==> src/rtl/mips_pkg.sv <==
// Shared definitions for the MIPS decode stage: primary opcodes and the
// control bundle carried through ID/EX.
package mips_pkg;

  localparam logic [5:0] OP_RTYPE = 6'h00;
  localparam logic [5:0] OP_LW    = 6'h23;
  localparam logic [5:0] OP_SW    = 6'h2B;
  localparam logic [5:0] OP_BEQ   = 6'h04;
  localparam logic [5:0] OP_BNE   = 6'h05;
  localparam logic [5:0] OP_ADDI  = 6'h08;
  localparam logic [5:0] OP_ANDI  = 6'h0C;
  localparam logic [5:0] OP_ORI   = 6'h0D;

  typedef struct packed {
    logic reg_write;
    logic reg_dst;
    logic alu_src;
    logic mem_read;
    logic mem_write;
    logic mem_to_reg;
    logic branch;
    logic branch_ne;
    logic zext;
    logic uses_rt;
    logic illegal;
  } ctrl_t;

endpackage

==> src/rtl/id_stage_pipelined_if.sv <==
// IF/ID-side inputs, WB write-back and ID/EX outputs of the decode stage.
// The stage itself uses the slave modport; whoever feeds it uses master.
interface id_stage_pipelined_if
  import mips_pkg::*;
#(
  parameter int XLEN  = 32,
  parameter int NREGS = 32
);
  localparam int RAW = $clog2(NREGS);

  logic            if_valid;
  logic [31:0]     if_instr;
  logic [XLEN-1:0] if_pc;
  logic            flush;

  logic            wb_we;
  logic [RAW-1:0]  wb_addr;
  logic [XLEN-1:0] wb_data;

  logic            stall_if;
  logic            ex_valid;
  logic [XLEN-1:0] ex_pc;
  logic [XLEN-1:0] ex_rs_data;
  logic [XLEN-1:0] ex_rt_data;
  logic [XLEN-1:0] ex_imm;
  logic [RAW-1:0]  ex_rs;
  logic [RAW-1:0]  ex_rt;
  logic [RAW-1:0]  ex_rd;
  ctrl_t           ex_ctrl;

  modport master (
    output if_valid, if_instr, if_pc, flush, wb_we, wb_addr, wb_data,
    input  stall_if, ex_valid, ex_pc, ex_rs_data, ex_rt_data, ex_imm,
           ex_rs, ex_rt, ex_rd, ex_ctrl
  );

  modport slave (
    input  if_valid, if_instr, if_pc, flush, wb_we, wb_addr, wb_data,
    output stall_if, ex_valid, ex_pc, ex_rs_data, ex_rt_data, ex_imm,
           ex_rs, ex_rt, ex_rd, ex_ctrl
  );

endinterface

==> src/rtl/regfile_bypass.sv <==
// Architectural register file: two combinational read ports, one write port,
// r0 hardwired to zero, and same-cycle WB-to-read bypass.
module regfile_bypass #(
  parameter int XLEN  = 32,
  parameter int NREGS = 32
) (
  input  logic                     clk,
  input  logic                     reset,
  input  logic [$clog2(NREGS)-1:0] rs_addr,
  input  logic [$clog2(NREGS)-1:0] rt_addr,
  output logic [XLEN-1:0]          rs_data,
  output logic [XLEN-1:0]          rt_data,
  input  logic                     wb_we,
  input  logic [$clog2(NREGS)-1:0] wb_addr,
  input  logic [XLEN-1:0]          wb_data
);
  localparam int RAW = $clog2(NREGS);

  logic [XLEN-1:0] regs [NREGS];

  always_ff @(posedge clk or negedge reset) begin
    if (!reset) begin
      for (int i = 0; i < NREGS; i++) regs[i] <= '0;
    end else if (wb_we && (wb_addr != RAW'(0))) begin
      regs[wb_addr] <= wb_data;
    end
  end

  // The bypass lets the instruction in ID see a value WB is writing this cycle.
  assign rs_data = (rs_addr == RAW'(0))                ? '0      :
                   (wb_we && (wb_addr == rs_addr))     ? wb_data :
                                                         regs[rs_addr];
  assign rt_data = (rt_addr == RAW'(0))                ? '0      :
                   (wb_we && (wb_addr == rt_addr))     ? wb_data :
                                                         regs[rt_addr];

endmodule

==> src/rtl/id_stage_pipelined.sv <==
// Instruction-decode stage of the 5-stage MIPS pipeline: register read,
// primary control decode, load-use hazard detection and the ID/EX register.
module id_stage_pipelined
  import mips_pkg::*;
#(
  parameter int XLEN  = 32,
  parameter int NREGS = 32
) (
  input  logic                clk,
  input  logic                reset,
  id_stage_pipelined_if.slave bus
);
  localparam int RAW = $clog2(NREGS);

  logic [5:0]      opcode;
  logic [RAW-1:0]  rs;
  logic [RAW-1:0]  rt;
  logic [RAW-1:0]  rd;
  ctrl_t           dec_ctrl;
  logic [XLEN-1:0] imm;
  logic [XLEN-1:0] rs_data;
  logic [XLEN-1:0] rt_data;
  logic            hazard;
  logic            next_valid;

  assign opcode = bus.if_instr[31:26];
  assign rs     = RAW'(bus.if_instr[25:21]);
  assign rt     = RAW'(bus.if_instr[20:16]);
  assign rd     = RAW'(bus.if_instr[15:11]);

  regfile_bypass #(
    .XLEN  (XLEN),
    .NREGS (NREGS)
  ) u_regfile (
    .clk     (clk),
    .reset   (reset),
    .rs_addr (rs),
    .rt_addr (rt),
    .rs_data (rs_data),
    .rt_data (rt_data),
    .wb_we   (bus.wb_we),
    .wb_addr (bus.wb_addr),
    .wb_data (bus.wb_data)
  );

  always_comb begin
    dec_ctrl = '0;
    case (opcode)
      OP_RTYPE: begin
        dec_ctrl.reg_write = 1'b1;
        dec_ctrl.reg_dst   = 1'b1;
        dec_ctrl.uses_rt   = 1'b1;
      end
      OP_LW: begin
        dec_ctrl.mem_read   = 1'b1;
        dec_ctrl.reg_write  = 1'b1;
        dec_ctrl.alu_src    = 1'b1;
        dec_ctrl.mem_to_reg = 1'b1;
      end
      OP_SW: begin
        dec_ctrl.mem_write = 1'b1;
        dec_ctrl.alu_src   = 1'b1;
        dec_ctrl.uses_rt   = 1'b1;
      end
      OP_BEQ, OP_BNE: begin
        dec_ctrl.branch    = 1'b1;
        dec_ctrl.uses_rt   = 1'b1;
        dec_ctrl.branch_ne = (opcode == OP_BNE);
      end
      OP_ADDI: begin
        dec_ctrl.reg_write = 1'b1;
        dec_ctrl.alu_src   = 1'b1;
      end
      OP_ANDI, OP_ORI: begin
        dec_ctrl.reg_write = 1'b1;
        dec_ctrl.alu_src   = 1'b1;
        dec_ctrl.zext      = 1'b1;
      end
      default: dec_ctrl.illegal = 1'b1;
    endcase
  end

  assign imm = dec_ctrl.zext ? {{(XLEN-16){1'b0}}, bus.if_instr[15:0]}
                             : {{(XLEN-16){bus.if_instr[15]}}, bus.if_instr[15:0]};

  // rt only counts as a source for formats that actually read it; for I-type
  // ALU ops and loads it is the destination and must not cause a stall.
  assign hazard = bus.ex_valid && bus.ex_ctrl.mem_read && (bus.ex_rt != RAW'(0)) &&
                  bus.if_valid &&
                  ((bus.ex_rt == rs) || (dec_ctrl.uses_rt && (bus.ex_rt == rt)));

  // A taken branch refetches anyway, so flush suppresses the stall request.
  assign bus.stall_if = hazard && !bus.flush;
  assign next_valid   = bus.if_valid && !hazard && !bus.flush;

  // Data fields load every cycle; a bubble carries cleared control so it is inert.
  always_ff @(posedge clk or negedge reset) begin
    if (!reset) begin
      bus.ex_valid   <= 1'b0;
      bus.ex_pc      <= '0;
      bus.ex_rs_data <= '0;
      bus.ex_rt_data <= '0;
      bus.ex_imm     <= '0;
      bus.ex_rs      <= '0;
      bus.ex_rt      <= '0;
      bus.ex_rd      <= '0;
      bus.ex_ctrl    <= '0;
    end else begin
      bus.ex_valid   <= next_valid;
      bus.ex_pc      <= bus.if_pc;
      bus.ex_rs_data <= rs_data;
      bus.ex_rt_data <= rt_data;
      bus.ex_imm     <= imm;
      bus.ex_rs      <= rs;
      bus.ex_rt      <= rt;
      bus.ex_rd      <= rd;
      bus.ex_ctrl    <= next_valid ? dec_ctrl : '0;
    end
  end

endmodule

==> src/flat_wrapper.sv <==
// flat-port wrapper written by rule: the top's interface ports become plain ports
module id_stage_pipelined_flat import mips_pkg::*;
#(
  parameter int XLEN  = 32,
  parameter int NREGS = 32
)
  (clk, reset, bus_if_valid, bus_if_instr, bus_if_pc, bus_flush, bus_wb_we, bus_wb_addr, bus_wb_data, bus_stall_if, bus_ex_valid, bus_ex_pc, bus_ex_rs_data, bus_ex_rt_data, bus_ex_imm, bus_ex_rs, bus_ex_rt, bus_ex_rd, bus_ex_ctrl);
  id_stage_pipelined_if #(.XLEN(XLEN), .NREGS(NREGS)) bus_i ();
  input  logic clk;
  input  logic reset;
  input wire logic [$bits(bus_i.if_valid)-1:0] bus_if_valid;
  input wire logic [$bits(bus_i.if_instr)-1:0] bus_if_instr;
  input wire logic [$bits(bus_i.if_pc)-1:0] bus_if_pc;
  input wire logic [$bits(bus_i.flush)-1:0] bus_flush;
  input wire logic [$bits(bus_i.wb_we)-1:0] bus_wb_we;
  input wire logic [$bits(bus_i.wb_addr)-1:0] bus_wb_addr;
  input wire logic [$bits(bus_i.wb_data)-1:0] bus_wb_data;
  output wire logic [$bits(bus_i.stall_if)-1:0] bus_stall_if;
  output wire logic [$bits(bus_i.ex_valid)-1:0] bus_ex_valid;
  output wire logic [$bits(bus_i.ex_pc)-1:0] bus_ex_pc;
  output wire logic [$bits(bus_i.ex_rs_data)-1:0] bus_ex_rs_data;
  output wire logic [$bits(bus_i.ex_rt_data)-1:0] bus_ex_rt_data;
  output wire logic [$bits(bus_i.ex_imm)-1:0] bus_ex_imm;
  output wire logic [$bits(bus_i.ex_rs)-1:0] bus_ex_rs;
  output wire logic [$bits(bus_i.ex_rt)-1:0] bus_ex_rt;
  output wire logic [$bits(bus_i.ex_rd)-1:0] bus_ex_rd;
  output wire logic [$bits(bus_i.ex_ctrl)-1:0] bus_ex_ctrl;
  assign bus_i.if_valid = bus_if_valid;
  assign bus_i.if_instr = bus_if_instr;
  assign bus_i.if_pc = bus_if_pc;
  assign bus_i.flush = bus_flush;
  assign bus_i.wb_we = bus_wb_we;
  assign bus_i.wb_addr = bus_wb_addr;
  assign bus_i.wb_data = bus_wb_data;
  assign bus_stall_if = bus_i.stall_if;
  assign bus_ex_valid = bus_i.ex_valid;
  assign bus_ex_pc = bus_i.ex_pc;
  assign bus_ex_rs_data = bus_i.ex_rs_data;
  assign bus_ex_rt_data = bus_i.ex_rt_data;
  assign bus_ex_imm = bus_i.ex_imm;
  assign bus_ex_rs = bus_i.ex_rs;
  assign bus_ex_rt = bus_i.ex_rt;
  assign bus_ex_rd = bus_i.ex_rd;
  assign bus_ex_ctrl = bus_i.ex_ctrl;
  id_stage_pipelined #(.XLEN(XLEN), .NREGS(NREGS)) u_core (.clk(clk), .reset(reset), .bus(bus_i));
endmodule
==> config.mk <==
export PLATFORM = sky130hd
export DESIGN_NAME = id_stage_pipelined_flat
export DESIGN_NICKNAME = d
export VERILOG_FILES = /design/src/rtl/mips_pkg.sv /design/src/rtl/id_stage_pipelined_if.sv /design/src/rtl/regfile_bypass.sv /design/src/rtl/id_stage_pipelined.sv /design/src/flat_wrapper.sv
export SDC_FILE = /design/constraint.sdc
export NUM_CORES = 2
export LEC_CHECK = 0
export ABC_AREA = 0
export CORE_ASPECT_RATIO = 0.9
export CORE_MARGIN = 3
export CORE_UTILIZATION = 32
export DETAILED_ROUTE_END_ITERATION = 6
export PLACE_DENSITY = 0.6
export SLEW_MARGIN = 0
export SYNTH_ARGS = -nofsm -noshare
export SYNTH_HDL_FRONTEND = slang
export SYNTH_SLANG_ARGS = --single-unit
export TNS_END_PERCENT = 10
==> constraint.sdc <==
create_clock -name clk -period 2.5 [get_ports clk]
set_input_delay 0.5 -clock clk [delete_from_list [all_inputs] [get_ports clk]]
set_output_delay 0.5 -clock clk [all_outputs]
set_load 0.02 [all_outputs]
# Yosys cells after proc, flatten, opt, wreduce, memory -nomap -nowiden
# Index checks and enable logic that the tools add are counted.
# Widths: inputs -> output; s select.
# totals
register_bits	1179
inputBits	106
out_inout_bits	156
# op_classes
magnitude_cmp	4
n_eq_ne	11
mux	24
bitwise	3
n_reduce_logical	26
# op_table
op	n
$bwmux 1024	1
$bmux 32 s5	2
$mux 32	10
$demux 32 s5	1
$eq 5x5->1	4
$eq 6x4->1 const B	3
$ge 6x6->1 const B	3
$not 5->6	3
$eq 6x3->1 const B	2
$eq 6x6->1 const B	2
$logic_and 1x1->1	12
$mux 11	1
$logic_not 5->1	2
$reduce_bool 5->1	2
$reduce_or 5->1	2
$mux 1	8
$reduce_or 8->1	1
$logic_not 6->1	1
$lt 6x1->1 const B	1
$reduce_or 2->1	2
$reduce_or 4->1	1
$logic_not 1->1	2
$mux 2	1
$logic_or 1x1->1	1

# Depth between registers and ports, before layout
# depth
depth_word	10
depth_mapped	10

# Hierarchy
# A second synthesis with hierarchy kept.
# unflattened
cells_unflattened	3958
area_unflattened_um2	58441.0
# modules_own_cells
module	n_inst	cells_per_inst	area_per_inst_um2	seq_area_each_um2
regfile_bypass	1	3749	54536.1	25624.6
id_stage_pipelined	1	209	3905.0	3353.2

# Least setup slack after synthesis
# No wires, ideal clock.
# synth_path
path_type	input to output
start	input port bus_if_instr[21]
end	output port bus_stall_if
arrival_ns	2.070
path_slack_ns	-0.070
stages	10
cell_sequence	buf_6 > buf_12 > buf_8 > buf_6 > buf_6 > xnor2_1 > nand3_1 > a21oi_1 > buf_2 > and2_1
# synth_via
elab_chain_cells	4
# synth_rtl
item	line_no	text
start, declared	flat_wrapper.sv:12	input wire logic [$bits(bus_i.if_instr)-1:0] bus_if_instr;
$eq 5x5->1	id_stage_pipelined.sv:90	((bus.ex_rt == rs) || (dec_ctrl.uses_rt && (bus.ex_rt == rt)));
$logic_or 1x1->1	id_stage_pipelined.sv:90	
$logic_and 1x1->1	id_stage_pipelined.sv:89	bus.if_valid &&
$logic_and 1x1->1	id_stage_pipelined.sv:93	assign bus.stall_if = hazard && !bus.flush;
end, declared	flat_wrapper.sv:18	output wire logic [$bits(bus_i.stall_if)-1:0] bus_stall_if;
# No other way between the ends.

# Final worst setup path
# layout_path
start	register u_core.bus.ex_rt[4] (netlist name)
end	output port bus_stall_if
# layout_via
elab_chain_cells	5
word_cells_on_any_way	9
classes_between	eq/ne: 2; reduce/logical: 7
# layout_rtl
item	line_no	text
start, declared	id_stage_pipelined_if.sv:40	ex_rs, ex_rt, ex_rd, ex_ctrl
start signal, assigned	id_stage_pipelined.sv:115	bus.ex_rt <= rt;
$eq 5x5->1 / $reduce_bool 5->1 (equally long branches)	id_stage_pipelined.sv:90, id_stage_pipelined.sv:88	
$logic_and 1x1->1 (on tied branches)	id_stage_pipelined.sv:90, id_stage_pipelined.sv:88	
$logic_or 1x1->1 / $logic_and 1x1->1 (equally long branches)	id_stage_pipelined.sv:90, id_stage_pipelined.sv:88	
$logic_and 1x1->1 *	id_stage_pipelined.sv:89	
$logic_and 1x1->1 *	id_stage_pipelined.sv:93	
# Every way passes the cells marked *; elsewhere a longest branch is shown, timed or not.

==> summary.md <==
- **Num CTS Buffers** 137
- **Pint** 40.4 mW
- **CP startpoint** u_core.bus.ex_rt[4]
- **part of the cycle the worst path needs** 1.12
- **violations in the final reports** setup timing
- **Synth cell types** 56
- **share of the synthesized area in the top cell type** 0.492
- **Met2 Routed Length** 95700 µm
- **Final nets** 4625
- **number of synthesized register bits** 1158
- **Final Instance Count excl. Fillers** 7030
- **wire length the detailed router placed on met1** 93400 µm
- **Area Overhead vs Synth** 24.8%
- **biggest fanout along the worst timing path** 3
- **Placement Cell Area** 68700 µm²
- **most used flip-flop cell after synthesis** sky130_fd_sc_hd__dfrtp_1
- **final-layout worst hold slack** 141 ps
- **Peak VDD IR** 0.713 mV
- **total congestion overflow** 0
- **count of final hold-check violations** 0
- **worst setup path class** reg -> out
- **detailed-routing iteration count for the pre-antenna-repair pass** 5
- **proportion of power drawn by the clock network** 0.362
- **PwrDens** 771 nW/µm²
- **global-route total usage across every layer** 0.228
- **Flop pwr share** 0.436
- **Hold Path Class** in -> reg
- **number of placed I/O pins** 262
- **Yosys warnings** 0
- **number of input and output port buffers inserted** 261
- **transition at the pin with the smallest max-transition slack** 1200 ps
- **antenna-violating nets left** 0
- **count of flip-flops with a built-in enable after synthesis** 0
- **relative max-transition margin** 0.195
- **shortest clock period the worst path allows after layout** 2810 ps
- **full die area** 189000 µm²
- **Max clock buf depth** 3
- **combinational fraction of design power** 0.203
- **number of vias per cell** 5.87
- **largest net degree at the start of global routing** 68
- **final weighted congestion in routability-driven placement** 0.887
- **via count of the first global-routing pass** 41995
- **via count** 41247
- **top cell type by total area after synthesis** sky130_fd_sc_hd__dfrtp_1
- **aggregate routed wire length** 218000 µm
- **final number of max-transition violations** 0
- **Crit Reg-Reg Startpoint** u_core.bus.ex_rt[4]
- **number of nets in the synthesized netlist** 4147
- **synthesized netlist cell count** 4041
- **final core occ** 0.404
- **Filler Cells Inserted** 16847
- **uppermost layer routed** met5
- **placeable core area** 182000 µm²
- **top library cells by usage in the layout, fill and taps aside** sky130_fd_sc_hd__dfrtp_1, sky130_fd_sc_hd__mux2_2, sky130_fd_sc_hd__buf_4, sky130_fd_sc_hd__mux4_2, sky130_fd_sc_hd__mux2i_1
- **Clk Latency, worst-skew pair** 810 ps
- **met3 wire length** 20300 µm
- **crit path DAT** 2310 ps
- **y dimension of the die** 413 µm
- **TritonCTS clock tree** built
- **commonest non-fill, non-tap cell in the layout** sky130_fd_sc_hd__dfrtp_1
- **Mean Syn Cell Area** 14.6 µm²
- **final setup margin** -307 ps
- **global-route wire length before repair** 312000 µm
- **setup TNS** -307 ps
- **setup clock skew after layout** 28.2 ps
- **post-route DRC violation count** 0
- **die outline width** 458 µm
- **maximum level of the CTS H-tree** 4
- **number of max-cap violations** 0
- **sequential-to-total area share from yosys stat** 0.492
- **initial antenna violation count** 8
- **source of the worst hold timing path** bus_if_instr[13]
- **Synth Cell Area** 58800 µm²
- **startpoint kind of the worst setup timing path** flop
- **type of destination of the critical path** output pin
- **Initial Util** 0.324
- **final instance area** 73400 µm²
- **unrepaired setup endpoints after global routing** true
- **result of the run** finished, violations left
- **cell at the root of the clock tree** sky130_fd_sc_hd__clkbuf_16
- **estimated wirelength of the detail-placed design** 144000 µm
- **placement-stage worst setup slack** -670 ps
- **CTS sink count** 1158
- **number of placed instances, taps included** 6773
- **total power draw** 56.6 mW
- **average routed wire per standard cell** 31.1 µm
- **data required time of the critical path** 2000 ps
- **register clock-pin slew on the reported worst setup and hold paths** 60 ps
- **proportion of layout cells with a drive suffix above 1** 0.481
- **Sw Ratio** 0.286
- **proportion of synthesized flip-flops having asynchronous set or reset** 1.00
- **# setup viols final** 1
- **maximum achievable frequency** 356 MHz
- **Detailed Route Iter0 Violations** 4401
- **standard-cell row count** 148
- **switching power summed over all nets** 16.2 mW
- **synth top area cells** sky130_fd_sc_hd__dfrtp_1, sky130_fd_sc_hd__mux2_2, sky130_fd_sc_hd__mux4_2
- **leak pwr** 31.9 nW
worst paths after layout:
path / to / slack (ps) / depth (start not counted)
worst min-delay path: u_core.bus.ex_imm[13] / 140 / 1
worst min register to register: u_core.u_regfile.regs[1009] / 390 / 0
worst max-delay path: bus_stall_if / -310 / 6
min in group asynchronous: u_core.u_regfile.regs[708] / 280 / 2
max in group asynchronous: u_core.bus.ex_pc[4] / 1230 / 4
worst max register to register: u_core.bus.ex_ctrl[1] / 300 / 8
sequential cells by signal (all words and copies together), names as in the netlist:
signal	cells
u_core.bus.ex_pc	32
u_core.bus.ex_rt	5
u_core.bus.ex_rs	5
u_core.bus.ex_imm	17
u_core.u_regfile.regs	1024
u_core.bus.ex_valid	1
u_core.bus.ex_ctrl	10
u_core.bus.ex_rs_data	32
u_core.bus.ex_rt_data	32
final cells by class:
type / instances / area (µm²) / area share
Antenna cell: 2 / 5.00 / 0.0000681
Timing Repair Buffer: 805 / 8850 / 0.120
Tap cell: 2400 / 3000 / 0.0409
Clock buffer: 192 / 3890 / 0.0529
Clock inverter: 56 / 702 / 0.00956
Sequential cell: 1158 / 29000 / 0.395
Multi-Input combinational cell: 2411 / 28000 / 0.381
Inverter: 6 / 25.0 / 0.000341
cell families (layout without fill, tap and decap cells):
kind of cell / Yosys count / count (layout) / synth area share
other: 0 / 2 / 0
flip-flops: 1158 / 1158 / 0.492
buffers and inverters: 472 / 1059 / 0.0372
AND/OR/NAND/NOR: 219 / 219 / 0.0177
AO/OA/AOI/OAI: 465 / 465 / 0.0593
multiplexers: 1707 / 1707 / 0.390
XOR/XNOR: 20 / 20 / 0.00298
power by group through the flow:
stage / Sequential (mW) / Combinational [mW] / Clock [mW]
final: 24.7 / 11.5 / 20.5
after global routing: 25.0 / 12.2 / 21.7
after floorplan: 24.2 / 7.43 / 0
after CTS: 24.6 / 11.5 / 21.0
after detailed placement: 24.9 / 11.4 / 0
after global placement: 24.7 / 11.2 / 0
synth_stat cells (all sizes together), types with 9 or more instances:
library cell	number
a2111oi	10
a211oi	29
a21oi	84
a221o	47
a221oi	71
a22o	9
a22oi	44
a32o	23
buf	204
clkbuf	262
dfrtp	1158
mux2	1018
mux2i	320
mux4	369
nand2	90
nand3	10
nand3b	9
nor2	46
nor2b	12
nor3	17
o21ai	52
o221ai	35
o22a	14
o22ai	32
o41ai	9
xnor2	15
what timing repair did:
| item | CTS | global route |
|---|---|---|
| endpoints found under the hold margin | 40 | 0 |
| pin swaps | 5 | 6 |
| gates resized for setup | 21 | 8 |
| buffers inserted | 3 | 1 |
| setup endpoints to repair | 26 | 8 |
| hold buffers | 3 | 0 |
worst max-delay path: stages (launching register included):
cell and delay (ps):
sky130_fd_sc_hd__dfrtp_1 400, sky130_fd_sc_hd__buf_6 130, sky130_fd_sc_hd__or4_4 410, sky130_fd_sc_hd__o211ai_1 260
sky130_fd_sc_hd__a21oi_2 60, sky130_fd_sc_hd__and2_4 140, sky130_fd_sc_hd__buf_6 120
layer usage:
layer  track usage  vias to the layer above
li1              -                    16512
met1         0.318                    22160
met2         0.340                     2123
met3        0.0576                      450
met4        0.0881                        2
met5       0.00231                        -
(Power assumes the default switching activity.)
